### src/rtl/sram_pkg.sv
// Shared widths, write-FIFO entry layout and arbiter state encoding for the SRAM arbiter slice.
// No logic of its own; imported by the interface, FIFO and arbiter.
// Level width covers FIFO depths up to 7 entries with the default 3-bit occupancy port.
package sram_pkg;

    localparam int SRAM_ADDR_W = 18;
    localparam int SRAM_DATA_W = 16;
    localparam int WR_LEVEL_W  = 3;

    // One buffered write: address in the upper bits, data in the lower 16 (34 bits total).
    typedef struct packed {
        logic [SRAM_ADDR_W-1:0] addr;
        logic [SRAM_DATA_W-1:0] data;
    } wr_entry_t;

    // Arbiter states. ISSUE_x is the single strobe cycle, WAIT_x covers the controller busy time.
    typedef enum logic [2:0] {
        ST_IDLE     = 3'd0,
        ST_ISSUE_RD = 3'd1,
        ST_ISSUE_WR = 3'd2,
        ST_WAIT_RD  = 3'd3,
        ST_WAIT_WR  = 3'd4
    } arb_state_t;

endpackage

### src/rtl/sram_arbiter_if.sv
// Bundles the read port, buffered write port and SRAM controller signals of the arbiter.
// No latency; pure wiring.
// slave = arbiter view; master = surrounding logic (requesters plus SRAM controller).
interface sram_arbiter_if;
    import sram_pkg::*;

    // Framebuffer read port
    logic                   rd_req;
    logic [SRAM_ADDR_W-1:0] rd_addr;
    logic                   rd_ack;
    logic [SRAM_DATA_W-1:0] rd_data;
    logic                   rd_valid;

    // Pen/pixel write port
    logic                   wr_valid;
    logic [SRAM_ADDR_W-1:0] wr_addr;
    logic [SRAM_DATA_W-1:0] wr_data;
    logic                   wr_ready;
    logic [WR_LEVEL_W-1:0]  wr_level;

    // SRAM controller side
    logic                   sram_write;
    logic                   sram_read;
    logic [SRAM_ADDR_W-1:0] sram_address;
    logic [SRAM_DATA_W-1:0] sram_data_write;
    logic [SRAM_DATA_W-1:0] sram_data_read;
    logic                   sram_ready;

    modport slave (
        input  rd_req, rd_addr, wr_valid, wr_addr, wr_data, sram_data_read, sram_ready,
        output rd_ack, rd_data, rd_valid, wr_ready, wr_level,
               sram_write, sram_read, sram_address, sram_data_write
    );

    modport master (
        output rd_req, rd_addr, wr_valid, wr_addr, wr_data, sram_data_read, sram_ready,
        input  rd_ack, rd_data, rd_valid, wr_ready, wr_level,
               sram_write, sram_read, sram_address, sram_data_write
    );

endinterface

### src/rtl/sram_wr_fifo.sv
// Synchronous FIFO buffering pending SRAM writes (address + data).
// Latency: a push is visible at the head one cycle later; dout is the current head, combinational.
// Backpressure: full blocks further pushes (dropped if attempted); pop on empty is ignored.
module sram_wr_fifo
    import sram_pkg::*;
#(
    parameter int DEPTH = 4,          // power of 2, at least 2, at most 2**LVL_W - 1
    parameter int LVL_W = WR_LEVEL_W
) (
    input  logic             clk,
    input  logic             reset,
    input  logic             push,
    input  logic             pop,
    input  wr_entry_t        din,
    output wr_entry_t        dout,
    output logic             full,
    output logic             empty,
    output logic [LVL_W-1:0] level
);

    localparam int               PTR_W    = $clog2(DEPTH);
    localparam logic [LVL_W-1:0] LVL_FULL = LVL_W'(DEPTH);

    wr_entry_t        r_mem [DEPTH];
    logic [PTR_W-1:0] r_wr_ptr;
    logic [PTR_W-1:0] r_rd_ptr;
    logic [LVL_W-1:0] r_count;

    logic w_push_ok;
    logic w_pop_ok;

    // Both qualifiers use pre-cycle occupancy, so a fresh push into an empty FIFO
    // cannot be popped in the same cycle and a push/pop pair at full is not allowed to push.
    assign full      = (r_count == LVL_FULL);
    assign empty     = (r_count == '0);
    assign level     = r_count;
    assign dout      = r_mem[r_rd_ptr];
    assign w_push_ok = push && !full;
    assign w_pop_ok  = pop && !empty;

    // Entry storage; contents need no reset because occupancy gates every read.
    always_ff @(posedge clk) begin
        if (w_push_ok) begin
            r_mem[r_wr_ptr] <= din;
        end
    end

    // Pointers wrap naturally at the power-of-2 depth; count tracks occupancy.
    always_ff @(posedge clk) begin
        if (reset) begin
            r_wr_ptr <= '0;
            r_rd_ptr <= '0;
            r_count  <= '0;
        end else begin
            if (w_push_ok) begin
                r_wr_ptr <= r_wr_ptr + PTR_W'(1);
            end
            if (w_pop_ok) begin
                r_rd_ptr <= r_rd_ptr + PTR_W'(1);
            end
            case ({w_push_ok, w_pop_ok})
                2'b10:   r_count <= r_count + LVL_W'(1);
                2'b01:   r_count <= r_count - LVL_W'(1);
                default: r_count <= r_count;
            endcase
        end
    end

endmodule

### src/rtl/sram_arbiter.sv
// Shares one SRAM controller between a latency-critical read port and a FIFO-buffered write port.
// Latency: read ack in the grant cycle T, strobe at T+1, rd_valid at T+5; one SRAM op in flight.
// Backpressure: rd_req is held until rd_ack; writes stall on wr_ready=0 when the FIFO is full.
module sram_arbiter
    import sram_pkg::*;
#(
    parameter int WR_FIFO_DEPTH = 4,
    parameter int MAX_RD_STREAK = 8
) (
    input  logic          clk,
    input  logic          reset,
    sram_arbiter_if.slave bus
);

    localparam int                  STREAK_W   = $clog2(MAX_RD_STREAK + 1);
    localparam logic [STREAK_W-1:0] STREAK_MAX = STREAK_W'(MAX_RD_STREAK);

    arb_state_t             r_state;
    logic                   r_settle;
    logic                   r_sram_read;
    logic                   r_sram_write;
    logic [SRAM_ADDR_W-1:0] r_sram_address;
    logic [SRAM_DATA_W-1:0] r_sram_data_write;
    logic [SRAM_DATA_W-1:0] r_rd_data;
    logic                   r_rd_valid;
    logic [STREAK_W-1:0]    r_streak;

    wr_entry_t              w_fifo_din;
    wr_entry_t              w_fifo_head;
    logic                   w_fifo_full;
    logic                   w_fifo_empty;
    logic [WR_LEVEL_W-1:0]  w_fifo_level;
    logic                   w_idle_go;
    logic                   w_force_wr;
    logic                   w_grant_rd;
    logic                   w_grant_wr;

    assign w_fifo_din = '{addr: bus.wr_addr, data: bus.wr_data};

    sram_wr_fifo #(
        .DEPTH (WR_FIFO_DEPTH),
        .LVL_W (WR_LEVEL_W)
    ) u_wr_fifo (
        .clk   (clk),
        .reset (reset),
        .push  (bus.wr_valid),
        .pop   (w_grant_wr),
        .din   (w_fifo_din),
        .dout  (w_fifo_head),
        .full  (w_fifo_full),
        .empty (w_fifo_empty),
        .level (w_fifo_level)
    );

    // Grant decision, made only from IDLE with the controller idle. A full streak with a
    // write pending overrides reads; otherwise reads win and writes take the idle slots.
    assign w_idle_go  = !reset && (r_state == ST_IDLE) && bus.sram_ready;
    assign w_force_wr = !w_fifo_empty && (r_streak == STREAK_MAX);
    assign w_grant_rd = w_idle_go && bus.rd_req && !w_force_wr;
    assign w_grant_wr = w_idle_go && !w_fifo_empty && (w_force_wr || !bus.rd_req);

    // rd_ack is the grant itself so the requester sees acceptance in the grant cycle.
    assign bus.rd_ack          = w_grant_rd;
    assign bus.rd_data         = r_rd_data;
    assign bus.rd_valid        = r_rd_valid;
    assign bus.wr_ready        = !w_fifo_full;
    assign bus.wr_level        = w_fifo_level;
    assign bus.sram_read       = r_sram_read;
    assign bus.sram_write      = r_sram_write;
    assign bus.sram_address    = r_sram_address;
    assign bus.sram_data_write = r_sram_data_write;

    // Arbiter FSM with registered strobes: a strobe is set on entry to ISSUE_x and cleared
    // on leaving it, so it is high exactly while the FSM sits in ISSUE_x.
    always_ff @(posedge clk) begin
        if (reset) begin
            r_state           <= ST_IDLE;
            r_settle          <= 1'b0;
            r_sram_read       <= 1'b0;
            r_sram_write      <= 1'b0;
            r_sram_address    <= '0;
            r_sram_data_write <= '0;
            r_rd_data         <= '0;
            r_rd_valid        <= 1'b0;
        end else begin
            r_rd_valid   <= 1'b0;
            r_sram_read  <= 1'b0;
            r_sram_write <= 1'b0;
            case (r_state)
                ST_IDLE: begin
                    if (w_grant_rd) begin
                        r_sram_address <= bus.rd_addr;
                        r_sram_read    <= 1'b1;
                        r_state        <= ST_ISSUE_RD;
                    end else if (w_grant_wr) begin
                        r_sram_address    <= w_fifo_head.addr;
                        r_sram_data_write <= w_fifo_head.data;
                        r_sram_write      <= 1'b1;
                        r_state           <= ST_ISSUE_WR;
                    end
                end
                ST_ISSUE_RD: begin
                    r_settle <= 1'b1;
                    r_state  <= ST_WAIT_RD;
                end
                ST_ISSUE_WR: begin
                    r_settle <= 1'b1;
                    r_state  <= ST_WAIT_WR;
                end
                // The first WAIT cycle is skipped: the controller still shows the stale
                // ready from before it registered the strobe.
                ST_WAIT_RD: begin
                    if (r_settle) begin
                        r_settle <= 1'b0;
                    end else if (bus.sram_ready) begin
                        r_rd_data  <= bus.sram_data_read;
                        r_rd_valid <= 1'b1;
                        r_state    <= ST_IDLE;
                    end
                end
                ST_WAIT_WR: begin
                    if (r_settle) begin
                        r_settle <= 1'b0;
                    end else if (bus.sram_ready) begin
                        r_state <= ST_IDLE;
                    end
                end
                default: begin
                    r_state <= ST_IDLE;
                end
            endcase
        end
    end

    // Read streak: counts reads granted while writes wait; any write grant or an empty
    // FIFO resets it, and it holds at the limit until the forced write goes out.
    always_ff @(posedge clk) begin
        if (reset) begin
            r_streak <= '0;
        end else if (w_fifo_empty || w_grant_wr) begin
            r_streak <= '0;
        end else if (w_grant_rd && (r_streak != STREAK_MAX)) begin
            r_streak <= r_streak + STREAK_W'(1);
        end
    end

endmodule

### src/flat_wrapper.sv
// flat-port wrapper written by rule: the top's interface ports become plain ports
module sram_arbiter_flat import sram_pkg::*;
#(
    parameter int WR_FIFO_DEPTH = 4,
    parameter int MAX_RD_STREAK = 8
)
  (clk, reset, bus_rd_req, bus_rd_addr, bus_wr_valid, bus_wr_addr, bus_wr_data, bus_sram_data_read, bus_sram_ready, bus_rd_ack, bus_rd_data, bus_rd_valid, bus_wr_ready, bus_wr_level, bus_sram_write, bus_sram_read, bus_sram_address, bus_sram_data_write);
  sram_arbiter_if bus_i ();
  input  logic clk;
  input  logic reset;
  input wire logic [$bits(bus_i.rd_req)-1:0] bus_rd_req;
  input wire logic [$bits(bus_i.rd_addr)-1:0] bus_rd_addr;
  input wire logic [$bits(bus_i.wr_valid)-1:0] bus_wr_valid;
  input wire logic [$bits(bus_i.wr_addr)-1:0] bus_wr_addr;
  input wire logic [$bits(bus_i.wr_data)-1:0] bus_wr_data;
  input wire logic [$bits(bus_i.sram_data_read)-1:0] bus_sram_data_read;
  input wire logic [$bits(bus_i.sram_ready)-1:0] bus_sram_ready;
  output wire logic [$bits(bus_i.rd_ack)-1:0] bus_rd_ack;
  output wire logic [$bits(bus_i.rd_data)-1:0] bus_rd_data;
  output wire logic [$bits(bus_i.rd_valid)-1:0] bus_rd_valid;
  output wire logic [$bits(bus_i.wr_ready)-1:0] bus_wr_ready;
  output wire logic [$bits(bus_i.wr_level)-1:0] bus_wr_level;
  output wire logic [$bits(bus_i.sram_write)-1:0] bus_sram_write;
  output wire logic [$bits(bus_i.sram_read)-1:0] bus_sram_read;
  output wire logic [$bits(bus_i.sram_address)-1:0] bus_sram_address;
  output wire logic [$bits(bus_i.sram_data_write)-1:0] bus_sram_data_write;
  assign bus_i.rd_req = bus_rd_req;
  assign bus_i.rd_addr = bus_rd_addr;
  assign bus_i.wr_valid = bus_wr_valid;
  assign bus_i.wr_addr = bus_wr_addr;
  assign bus_i.wr_data = bus_wr_data;
  assign bus_i.sram_data_read = bus_sram_data_read;
  assign bus_i.sram_ready = bus_sram_ready;
  assign bus_rd_ack = bus_i.rd_ack;
  assign bus_rd_data = bus_i.rd_data;
  assign bus_rd_valid = bus_i.rd_valid;
  assign bus_wr_ready = bus_i.wr_ready;
  assign bus_wr_level = bus_i.wr_level;
  assign bus_sram_write = bus_i.sram_write;
  assign bus_sram_read = bus_i.sram_read;
  assign bus_sram_address = bus_i.sram_address;
  assign bus_sram_data_write = bus_i.sram_data_write;
  sram_arbiter #(.WR_FIFO_DEPTH(WR_FIFO_DEPTH), .MAX_RD_STREAK(MAX_RD_STREAK)) u_core (.clk(clk), .reset(reset), .bus(bus_i));
endmodule
### config.mk
export PLATFORM = sky130hd
export DESIGN_NAME = sram_arbiter_flat
export DESIGN_NICKNAME = d
export VERILOG_FILES = /design/src/rtl/sram_pkg.sv /design/src/rtl/sram_arbiter_if.sv /design/src/rtl/sram_wr_fifo.sv /design/src/rtl/sram_arbiter.sv /design/src/flat_wrapper.sv
export SDC_FILE = /design/constraint.sdc
export NUM_CORES = 1
export LEC_CHECK = 0
export ABC_AREA = 1
export CORE_UTILIZATION = 60
export DETAILED_ROUTE_END_ITERATION = 10
export DONT_BUFFER_PORTS = 1
export PLACE_DENSITY_LB_ADDON = 0.1
export SYNTH_ARGS = -nofsm -noshare
export SYNTH_HDL_FRONTEND = slang
export SYNTH_SLANG_ARGS = --single-unit
### constraint.sdc
create_clock -name clk -period 3.45 [get_ports clk]
set_clock_uncertainty 0.2 [all_clocks]
set_input_delay 0.69 -clock clk [delete_from_list [all_inputs] [get_ports clk]]
set_output_delay 0.69 -clock clk [all_outputs]
set_load 0.02 [all_outputs]
== After elaboration in Yosys (flattened, before gate mapping) ==
Memories as Yosys holds them, arrays and structs flattened. A register that Yosys moved wholly into a read port is not among the register bits.
Cells that the tools add are included.
Storage, ports and cells
  flip-flop bits (word level): 68
  latch bits: 0
  bits in writable memories: 136
  ROM bits: 0
  input port bits: 73
  word-level logic and storage cells: 82
  memories: 1
Memory list
  u_core.u_wr_fifo.r_mem: words 4, width 34, read ports 1, clocked after Yosys merged registers in 1, wr ports 1, RTL line sram_wr_fifo.sv:24  | wr_entry_t r_mem [DEPTH];
Cells by class
  add/sub/neg operators: 5
  $mul: 0
  divide/modulo/power cells: 0
  magnitude comparators: 0
  eq/ne operators: 12
  shift-type cells: 0
  multiplexer cells: 16
  bitwise logic cells: 4
  reductions and logical operators: 32
Operators with widths (count)
  $mux 18: 2
  $mux 3: 4
  $pmux 3 s4: 1
  $logic_and 1x1->1: 10
  $reduce_and 3->1: 3
  $reduce_or 2->1: 4
  $eq 3x2->1 const B: 2
  $eq 3x3->1 const B: 2
  $logic_not 3->1: 2
  $pmux 3 s2: 1
  $reduce_bool 2->1: 3
  $reduce_or 3->1: 2
  $logic_not 1->1: 5
  $mux 1: 5
  $add 2x1->2 const B: 2
  $add 4x1->4 const B: 1
  $eq 4x4->1 const B: 1
  $mux 2: 2
  $ne 4x4->1 const B: 1
  $not 1->1: 4
  $add 3x1->3 const B: 1
  $eq 3x1->1 const B: 1
  $ne 3x2->1 const B: 1
  $sub 3x1->3 const B: 1
  7 further kinds: 8

== Depth between registers and ports, before layout ==
Gate-level depths: netlist (run 1).
  depth after elaboration: 8
  depth in mapped cells: 16
  gate-level depth less buffers: 15

== Modules after synthesis ==
A second synthesis (run 1) with hierarchy kept.
Unflattened totals
  cell total of the unflattened synthesis: 773
  area, all modules: 8175.3 sq um
Modules (own cells, without submodules)
  sram_wr_fifo: instances 1, cells an instance 399, area an instance 5524.0 sq um, sequential area each 4264.1 sq um
  sram_arbiter: instances 1, cells an instance 374, area an instance 2651.3 sq um, sequential area each 1221.2 sq um

== Worst setup path after synthesis (run 1) ==
Ideal clock, no wire load.
  kind: register to register
  start point: register u_core.u_wr_fifo.r_count[1] (netlist: u_core.u_wr_fifo.level[1])
  end point: memory u_core.u_wr_fifo.r_mem[0][0] (netlist name), enable pin
  library setup time: 425 ps
  arrival time: 2396 ps
  path slack: 429 ps
  stages on the path, launching flop included: 5
  buffers on the path: 0
  clock period less this slack: 3021 ps
  cells stage by stage: dfxtp_1 nor2_1 nand2_1 nand2_1 nor2_1
Between the ends
  cells in the longest elaborated chain, start to end: 5
RTL lines
  start: declaration: RTL line sram_wr_fifo.sv:27  | logic [LVL_W-1:0] r_count;
  start signal: assignment: RTL line sram_wr_fifo.sv:62  | 2'b10: r_count <= r_count + LVL_W'(1);
  start signal: assignment: RTL line sram_wr_fifo.sv:63  | 2'b01: r_count <= r_count - LVL_W'(1);
  start signal: assignment: RTL line sram_wr_fifo.sv:64  | default: r_count <= r_count;
  $eq 3x3->1: RTL line sram_wr_fifo.sv:34  | assign full = (r_count == LVL_FULL);
  $logic_not 1->1
  named net bus_wr_ready: RTL line flat_wrapper.sv:21  | output wire logic [$bits(bus_i.wr_ready)-1:0] bus_wr_ready;
  $logic_and 1x1->1: RTL line sram_wr_fifo.sv:38  | assign w_push_ok = push && !full;
  $mux 1: RTL line sram_wr_fifo.sv:43  | if (w_push_ok) begin
  $mux 1 (not written as such): RTL line sram_wr_fifo.sv:44  | r_mem[r_wr_ptr] <= din;
  end: declaration: RTL line sram_wr_fifo.sv:24
The timed path passes the listed nets, and every way through them passes these cells.

== Worst setup path after layout (run 1) ==
  start point: register u_core.u_wr_fifo.r_count[2] (netlist: u_core.u_wr_fifo.level[2])
  end point: register u_core.u_wr_fifo.r_count[2] (netlist: u_core.u_wr_fifo.level[2])
Between the ends
  cells in the longest elaborated chain, start to end: 8
RTL lines
  $logic_not 3->1: RTL line sram_wr_fifo.sv:35  | assign empty = (r_count == '0);
  $logic_not 1->1: RTL line sram_wr_fifo.sv:39, sram_arbiter.sv:58, sram_arbiter.sv:60
  $logic_and 1x1->1: RTL line sram_arbiter.sv:58  | assign w_force_wr = !w_fifo_empty && (r_streak == STREAK_MAX);
  $logic_or 1x1->1: RTL line sram_arbiter.sv:60  | assign w_grant_wr = w_idle_go && !w_fifo_empty && (w_force_wr || !bus.rd_req);
  $logic_and 1x1->1: RTL line sram_arbiter.sv:60
  $logic_and 1x1->1: RTL line sram_wr_fifo.sv:39  | assign w_pop_ok = pop && !empty;
  $eq 2x1->1 or $eq 2x2->1 (tied branches): RTL line sram_wr_fifo.sv:61  | case ({w_push_ok, w_pop_ok})
  $pmux 3 s2 or $reduce_bool 2->1 (tied branches)
Several ways; a longest one is shown, not always the timed one.
A chain may end at the register's enable or synchronous reset.

==> metrics.md, run 1 <==
| Metric | Value |
|---|---|
| Worst-case hold slack | 0.0831 ns |
| Initial Util | 62.6% |
| Worst hold path type | in -> reg |
| Max_cap viols | 0 |
| Drt first pass iters | 5 |
| Largest net degree at the start of global routing | 69 |
| Total CTS buffers | 21 |
| Buf/Inv on CP | 3 |
| Relative slew slack | 46.6% |
| Final Hold Viols | 0 |
| Achievable Freq | 345 MHz |
| Number of synthesized flops with an enable pin | 136 |
| Critical Path AT | 3.06 ns |
| CTS-repair resized insts | 0 |
| Worst Hold Path Cells | 1 |
| Post-synthesis cell type count | 31 |
| Final Net Count | 835 |
| IO Pins | 131 |
| CTS root buf | clkbuf_16 |
| Core area | 12900 um^2 |
| Post-layout util | 69.2% |
| # diodes | 0 |
| Reg-to-reg endpoint | u_core.u_wr_fifo.level[2]$_SDFFE_PP0P_ |
| Skew-Pair Late Insertion Delay | 0.48 ns |
| Average wire per standard cell | 17.6 um |
| Crit share post-route | 84.1% |
| Top post-synthesis cells by area | edfxtp_1, dfxtp_1, nor2_1 |
| Post-synth top area cell | edfxtp_1 |
| Peak VDD IR | 0.371 mV |
| Crit path max-delay cell type | dfxtp_1 |
| Syn_area_per_cell | 10.7 um^2 |
| Post-synth top cells | edfxtp_1, nor2_1, nand2_1, o21ai_0, dfxtp_1 |
| Vias in the first global route | 5176 |
| Critical path's top delay family | simple AND/OR/NAND/NOR gates |
| Yosys top cell area share | 50.6% |
| Post-Synthesis Cells | 756 |
| Pwr Density | 634 nW/um^2 |
| CP peak stage delay | 0.47 ns |
| Most frequent cell after synthesis | edfxtp_1 |
| Worst-Margin Slew | 0.800 ns |
| Aggregate global routing overflow | 0 |
| Final min period | 2.90 ns |
| Run status | finished, final reports clean |
| Vias after detailed routing | 5342 |
| I/O Buffers | 0 |
| Post-placement cell count | 903 |
| Hold Path Sink | u_core.bus.sram_data_write[0]$_SDFFE_PP0P_ |
| CTS tree | yes |
| Max-slew violations | 0 |
| Ys Warns | 0 |
| Share of cells above drive strength 1 | 10.4% |
| Multi-input gate area | 2250 um^2 |
| RSZ-0062 raised after global routing | no |
| Initial antenna violation count | 0 |
| Die Ht | 118 um |
| H-tree level count | 1 |
| All-Layer GR Usage | 24.0% |
| Area grow syn2layout | 10.5% |
| Hold_sp | reset |
| First-pass GRT wire length | 26400 um |
| Top_reg_cell synth | edfxtp_1 |
| Iter 0 DRT Violations | 462 |
| Flop2flop setup slack | 0.55 ns |
| Setup violators final | 0 |
| Total negative setup slack | 0 ns |
| Fillcell total | 957 |
| Async S/R FF share, synth | 0% |
| CTS clock-pin slew for the worst setup and hold paths | 0.06 ns |
| Chip width | 118 um |
| Mean number of vias per cell | 5.68 |
| CP cell instances | inv_1 -> nand2_1 -> nand2_1 -> nor2_2 -> nand2_4 -> inv_8 -> ha_1 -> inv_1 -> fa_1 -> a21oi_1 -> o21ai_0 -> o21ai_0 -> a21oi_1 |
| CP Max Fanout | 37 |
| Power consumption | 5.66 mW |
| # DRC | 0 |
| Post-synthesis sequential area ratio | 68.0% |
| Row cnt | 41 |
| # hold bufs at CTS | 0 |
| Routed WL | 16500 um |
| Post-Syn Nets | 837 |
| Post-CTS Setup Inserts | 0 |
| Die ar. | 13900 um^2 |
| Gpl congestion | 0.787 |
| Startpoint types | flop |
| DP HPWL | 10500 um |
| FF+latch count, synth | 206 |
| Reg2Reg Depth | 13 |
| CP Capture Type | flop |
| Post-DRT Antenna Nets | 0 |
| Finished Layout Cells | 940 |
| Synthesized area | 8070 um^2 |
| Worst r2r src | u_core.u_wr_fifo.level[2]$_SDFFE_PP0P_ |
| Clk buf depth | 3 |
| FF/Latch Area | 5490 um^2 |
| CTS sink cnt | 206 |
| Lkg Pwr | 3.17 nW |
| Critical path required time | 3.61 ns |
| Setup CP Type | reg -> reg |
placed cells by master, fill, tap and decap left out, types with 3 or more instances in the layout:
cell type,instances
a21oi_1,33
a21oi_2,13
buf_4,11
clkbuf_16,21
clkbuf_8,3
clkinv_2,4
dfxtp_1,69
edfxtp_1,136
ha_1,7
inv_1,40
inv_2,4
nand2_1,125
nand3_1,12
nor2_1,130
nor2_2,5
nor2_4,4
nor3_1,4
o21ai_0,99
o21ai_1,8
o22ai_1,16
flip-flops by register name, indices dropped and copies added (netlist names), named ones only:
register                    cells
u_core.bus.rd_data             16
u_core.bus.rd_valid             1
u_core.bus.sram_address        18
u_core.bus.sram_data_write     16
u_core.bus.sram_read            1
u_core.bus.sram_write           1
u_core.r_settle                 1
u_core.r_state                  3
u_core.r_streak                 4
u_core.u_wr_fifo.level          3
u_core.u_wr_fifo.r_mem        136
u_core.u_wr_fifo.r_rd_ptr       2
u_core.u_wr_fifo.r_wr_ptr       2
cells by family after synthesis:
kind of cell,Yosys count,share of synthesized area (%)
simple gates,288,14.6
flops,206,68.0
compound gates,170,11.4
buf+inv,82,4.44
fa+ha+maj,8,1.33
xor+xnor,2,0.217
report_power, final:
| group | switching [mW] | internal (mW) | total (mW) |
|---|---|---|---|
| logic | 0.372 | 0.164 | 0.536 |
| clock network | 0.867 | 1.35 | 2.21 |
| registers | 0.122 | 2.78 | 2.91 |
per-stage QoR:
step	cell area [um^2]	worst slack (ns)
global placement	8230	0.641
CTS	8920	0.529
global route	8920	0.255
floorplan	8070	0.429
detailed placement	8230	0.530
finish	8920	0.550
worst max path at each step:
stage                                           startpoint                                endpoint  slack, ns  cells after the start
floorplan           u_core.u_wr_fifo.level[1]$_SDFFE_PP0P_  u_core.u_wr_fifo.r_mem[0][0]$_DFFE_PP_       0.43                      4
global placement    u_core.u_wr_fifo.level[2]$_SDFFE_PP0P_  u_core.u_wr_fifo.level[2]$_SDFFE_PP0P_       0.64                     13
detailed placement  u_core.u_wr_fifo.level[2]$_SDFFE_PP0P_  u_core.u_wr_fifo.level[2]$_SDFFE_PP0P_       0.53                     13
CTS                 u_core.u_wr_fifo.level[2]$_SDFFE_PP0P_  u_core.u_wr_fifo.level[2]$_SDFFE_PP0P_       0.53                     13
global route        u_core.u_wr_fifo.level[1]$_SDFFE_PP0P_  u_core.u_wr_fifo.level[2]$_SDFFE_PP0P_       0.26                     13
finish              u_core.u_wr_fifo.level[2]$_SDFFE_PP0P_  u_core.u_wr_fifo.level[2]$_SDFFE_PP0P_       0.55                     13
worst register-to-register path, delay by kind of cell (launching register included):
family / cells / cell delay, ns
simple gates: 4 / 0.59
flops: 1 / 0.47
compound gates: 4 / 0.49
fa+ha+maj: 2 / 0.56
buf+inv: 3 / 0.46
layout make-up:
cell class / instances / share of cell area (%)
clock buffers: 29 / 6.64
clock inverters: 8 / 1.02
inverters: 45 / 1.98
multi-input cells: 468 / 25.3
flip-flops and latches: 206 / 61.5
well taps: 172 / 2.41
repair buffers: 12 / 1.15
layer usage:
layer  global-route usage (%)  part of all wire (%)  up-vias  wire length [um]
met4                     6.41                  0.98        0               162
met5                        0                     0        -                 0
li1                         -                     -     2560                 -
met1                     32.1                    44     2563              7190
met2                     38.2                    47      205              7800
met3                     7.17                   8.3       14              1370
No activity file was read; power rests on OpenSTA's default activity.
==> run 2: changes to the inputs <==
==> constraint.sdc (replaced) <==
create_clock -name clk -period 2.9 [get_ports clk]
set_clock_uncertainty 0.2 [all_clocks]
set_input_delay 0.58 -clock clk [delete_from_list [all_inputs] [get_ports clk]]
set_output_delay 0.58 -clock clk [all_outputs]
set_load 0.02 [all_outputs]
==> run 2 against run 1 <==
Sequential share of layout area fell by 2.9 points. Clock power up 22%. Global-route usage increased by 0.85 points. Final area increased by 4.9%. Clock-buffer cell count increased by 9. Die area did not move. Sequential power is 19% higher. Combinational power increased by 35%. Routed wire length up 2.0%. Cell count rose by 4.6%. Non-clock buffer count grew 40. Flip-flop and latch count stayed put.
==> metrics.md, run 2 (same netlist as run 1, synthesis figures left out) <==
| Metric | Value |
|---|---|
| Average wire per standard cell | 17.2 um (was 17.6 um) |
| Finished Layout Cells | 983 (was 940) |
| Core area | 12900 um^2 (unchanged) |
| Pwr Density | 734 nW/um^2 (was 634 nW/um^2) |
| Clk buf depth | 3 (unchanged) |
| Relative slew slack | 54.1% (was 46.6%) |
| All-Layer GR Usage | 24.8% (was 24.0%) |
| Final min period | 2.65 ns |
| Achievable Freq | 377 MHz |
| Commonest non-fill, non-tap cells in the layout | edfxtp_1, nor2_1, nand2_1, o21ai_0, dfxtp_1 (unchanged) |
| Routed WL | 16900 um (was 16500 um) |
| Critical Path AT | 1.87 ns (was 3.06 ns) |
| Critical path's top delay family | simple AND/OR/NAND/NOR gates (unchanged) |
| Largest register FFs | 136 (unchanged) |
| IO Pins | 131 (unchanged) |
| Total negative setup slack | 0 ns (unchanged) |
| Clock power frac | 39.2% (was 39.1%) |
| Run status | finished, final reports clean (unchanged) |
| Switching power total | 1.67 mW (was 1.36 mW) |
| Gpl congestion | 0.784 (was 0.787) |
| Row cnt | 41 (unchanged) |
| Final Net Count | 876 (was 835) |
| CTS clock-pin slew for the worst setup and hold paths | 0.06 ns (about the same) |
| Max_cap viols | 0 (unchanged) |
| # DRC | 0 (unchanged) |
| Switching share of power | 24.4% (was 24.1%) |
| Comb power frac | 10.6% (was 9.5%) |
| Setup CP Type | reg -> out (was reg -> reg) |
| CTS-repair resized insts | 0 (unchanged) |
| Power consumption | 6.86 mW (was 5.66 mW) |
| CP Capture Type | primary output (was flop) |
| Die ar. | 13900 um^2 (unchanged) |
| Commonest non-fill, non-tap cell in the layout | edfxtp_1 (unchanged) |
| Crit path max-delay cell type | nor2_8 (was dfxtp_1) |
| CP peak stage delay | 0.40 ns (was 0.47 ns) |
| I/O Buffers | 0 (unchanged) |
| Flop pwr share | 50.2% (was 51.4%) |
| Total CTS buffers | 22 (was 21) |
| Setup violators final | 0 (unchanged) |
| Buf/Inv on CP | 1 (was 3) |
| Crit share post-route | 91.5% |
| Area grow syn2layout | 16.0% (was 10.5%) |
| CP cell instances | inv_1 -> ha_1 -> nand2_1 -> nor2_2 -> nand2_2 -> nand2_4 -> nor2_8 (was inv_1 -> nand2_1 -> nand2_1 -> nor2_2 -> nand2_4 -> inv_8 -> ha_1 -> inv_1 -> fa_1 -> a21oi_1 -> o21ai_0 -> o21ai_0 -> a21oi_1) |
| Largest net degree at the start of global routing | 69 (unchanged) |
| RSZ-0062 raised after global routing | no (unchanged) |
| H-tree level count | 1 (unchanged) |
| Biggest register | u_core.u_wr_fifo.r_mem (unchanged) |
| Post-placement cell count | 908 (was 903) |
| Startpoint types | flop (unchanged) |
| Max-slew violations | 0 (unchanged) |
| Vias in the first global route | 5496 (was 5176) |
| Initial antenna violation count | 1 (was 0) |
| Aggregate global routing overflow | 0 (unchanged) |
| Vias after detailed routing | 5423 (was 5342) |
| CTS root buf | clkbuf_16 (unchanged) |
| CTS tree | yes (unchanged) |
| CP Max Fanout | 25 (was 37) |
| Mean number of vias per cell | 5.52 (was 5.68) |
| Die Ht | 118 um (unchanged) |
| CTS sink cnt | 206 (unchanged) |
| Post-DRT Antenna Nets | 0 (unchanged) |
| DP HPWL | 10100 um (was 10500 um) |
| Share of cells above drive strength 1 | 10.2% (was 10.4%) |
| Initial Util | 62.6% (unchanged) |
| Drt first pass iters | 5 (unchanged) |
| # hold bufs at CTS | 35 (was 0) |
| Lkg Pwr | 3.36 nW (was 3.17 nW) |
| Chip width | 118 um (unchanged) |
| Worst hold path type | in -> reg (unchanged) |
| Iter 0 DRT Violations | 430 (was 462) |
| Critical path required time | 2.12 ns (was 3.61 ns) |
| Post-CTS Setup Inserts | 0 (unchanged) |
| Post-layout util | 72.7% (was 69.2%) |
| First-pass GRT wire length | 27500 um (was 26400 um) |
| Worst-Margin Slew | 0.687 ns (was 0.800 ns) |
| Int Pwr | 5.19 mW (was 4.29 mW) |
| Final Hold Viols | 0 (unchanged) |
| Worst-case hold slack | 0.0280 ns (was 0.0831 ns) |
| Skew-Pair Late Insertion Delay | 0.49 ns (was 0.48 ns) |
| Peak VDD IR | 0.817 mV (was 0.371 mV) |
==> run 2: cell count changes in the layout (fill, tap and decap cells not counted), sizes merged <==
cell         before  now
bufinv            2    0
diode             0    1
clkinv            5    1
buf              12   18
dlygate4sd3       0   34
clkbuf           29   38
clkinvlp          1    0
==> run 2: stage by stage <==
stage | cell area, um^2 | setup WS, ns
after CTS | 9350 | 0.229
after floorplan | 8070 | -0.121
after global routing | 9360 | 0.127
after global placement | 8280 | 0.487
after detailed placement | 8280 | 0.460
final | 9360 | 0.246
==> run 2: power by group through the flow <==
stage / combinational [mW] / sequential (mW) / clock (mW)
floorplan: 0.503 / 3.50 / 0
global placement: 0.613 / 3.50 / 0
detailed placement: 0.647 / 3.51 / 0
CTS: 0.721 / 3.45 / 2.73
global route: 0.829 / 3.46 / 2.85
finish: 0.725 / 3.45 / 2.69
==> run 2: cell type report <==
class                   instances  area [um^2]
flip-flops and latches        206         5490
multi-input cells             468         2250
clock inverters                 1         5.00
well taps                     172          215
inverters                      45          176
repair buffers                 52          513
diodes                          1         2.50
fillers                       881         3520
clock buffers                  38          704
==> run 2: worst reg2reg max path: cells and delay by family (launching register included) <==
family	cells	cell delay, ns
compound gates	4	0.48
buf+inv	3	0.21
simple gates	5	0.46
flops	1	0.34
fa+ha+maj	3	0.65
==> run 2: worst paths after layout <==
| kind | start | end | slack, ns | cells past startpoint |
|---|---|---|---|---|
| max | u_core.r_streak[0]$_SDFFE_PP0P_ | bus_rd_ack | 0.25 | 7 |
| min | bus_sram_data_read[8] | u_core.bus.rd_data[8]$_SDFFE_PP0P_ | 0.03 | 2 |
| max reg2reg | u_core.r_streak[0]$_SDFFE_PP0P_ | u_core.u_wr_fifo.level[2]$_SDFFE_PP0P_ | 0.44 | 15 |
| min reg2reg | u_core.r_streak[3]$_SDFFE_PP0P_ | u_core.r_streak[3]$_SDFFE_PP0P_ | 0.30 | 2 |
==> run 2: routing by layer <==
metal	GRT usage (%)	vias to the layer above	part of all wire, %
li1	-	2650	-
met1	32.7	2561	43
met2	41.2	183	48
met3	6.06	29	7.5
met4	6.73	0	2.2
met5	0	-	0
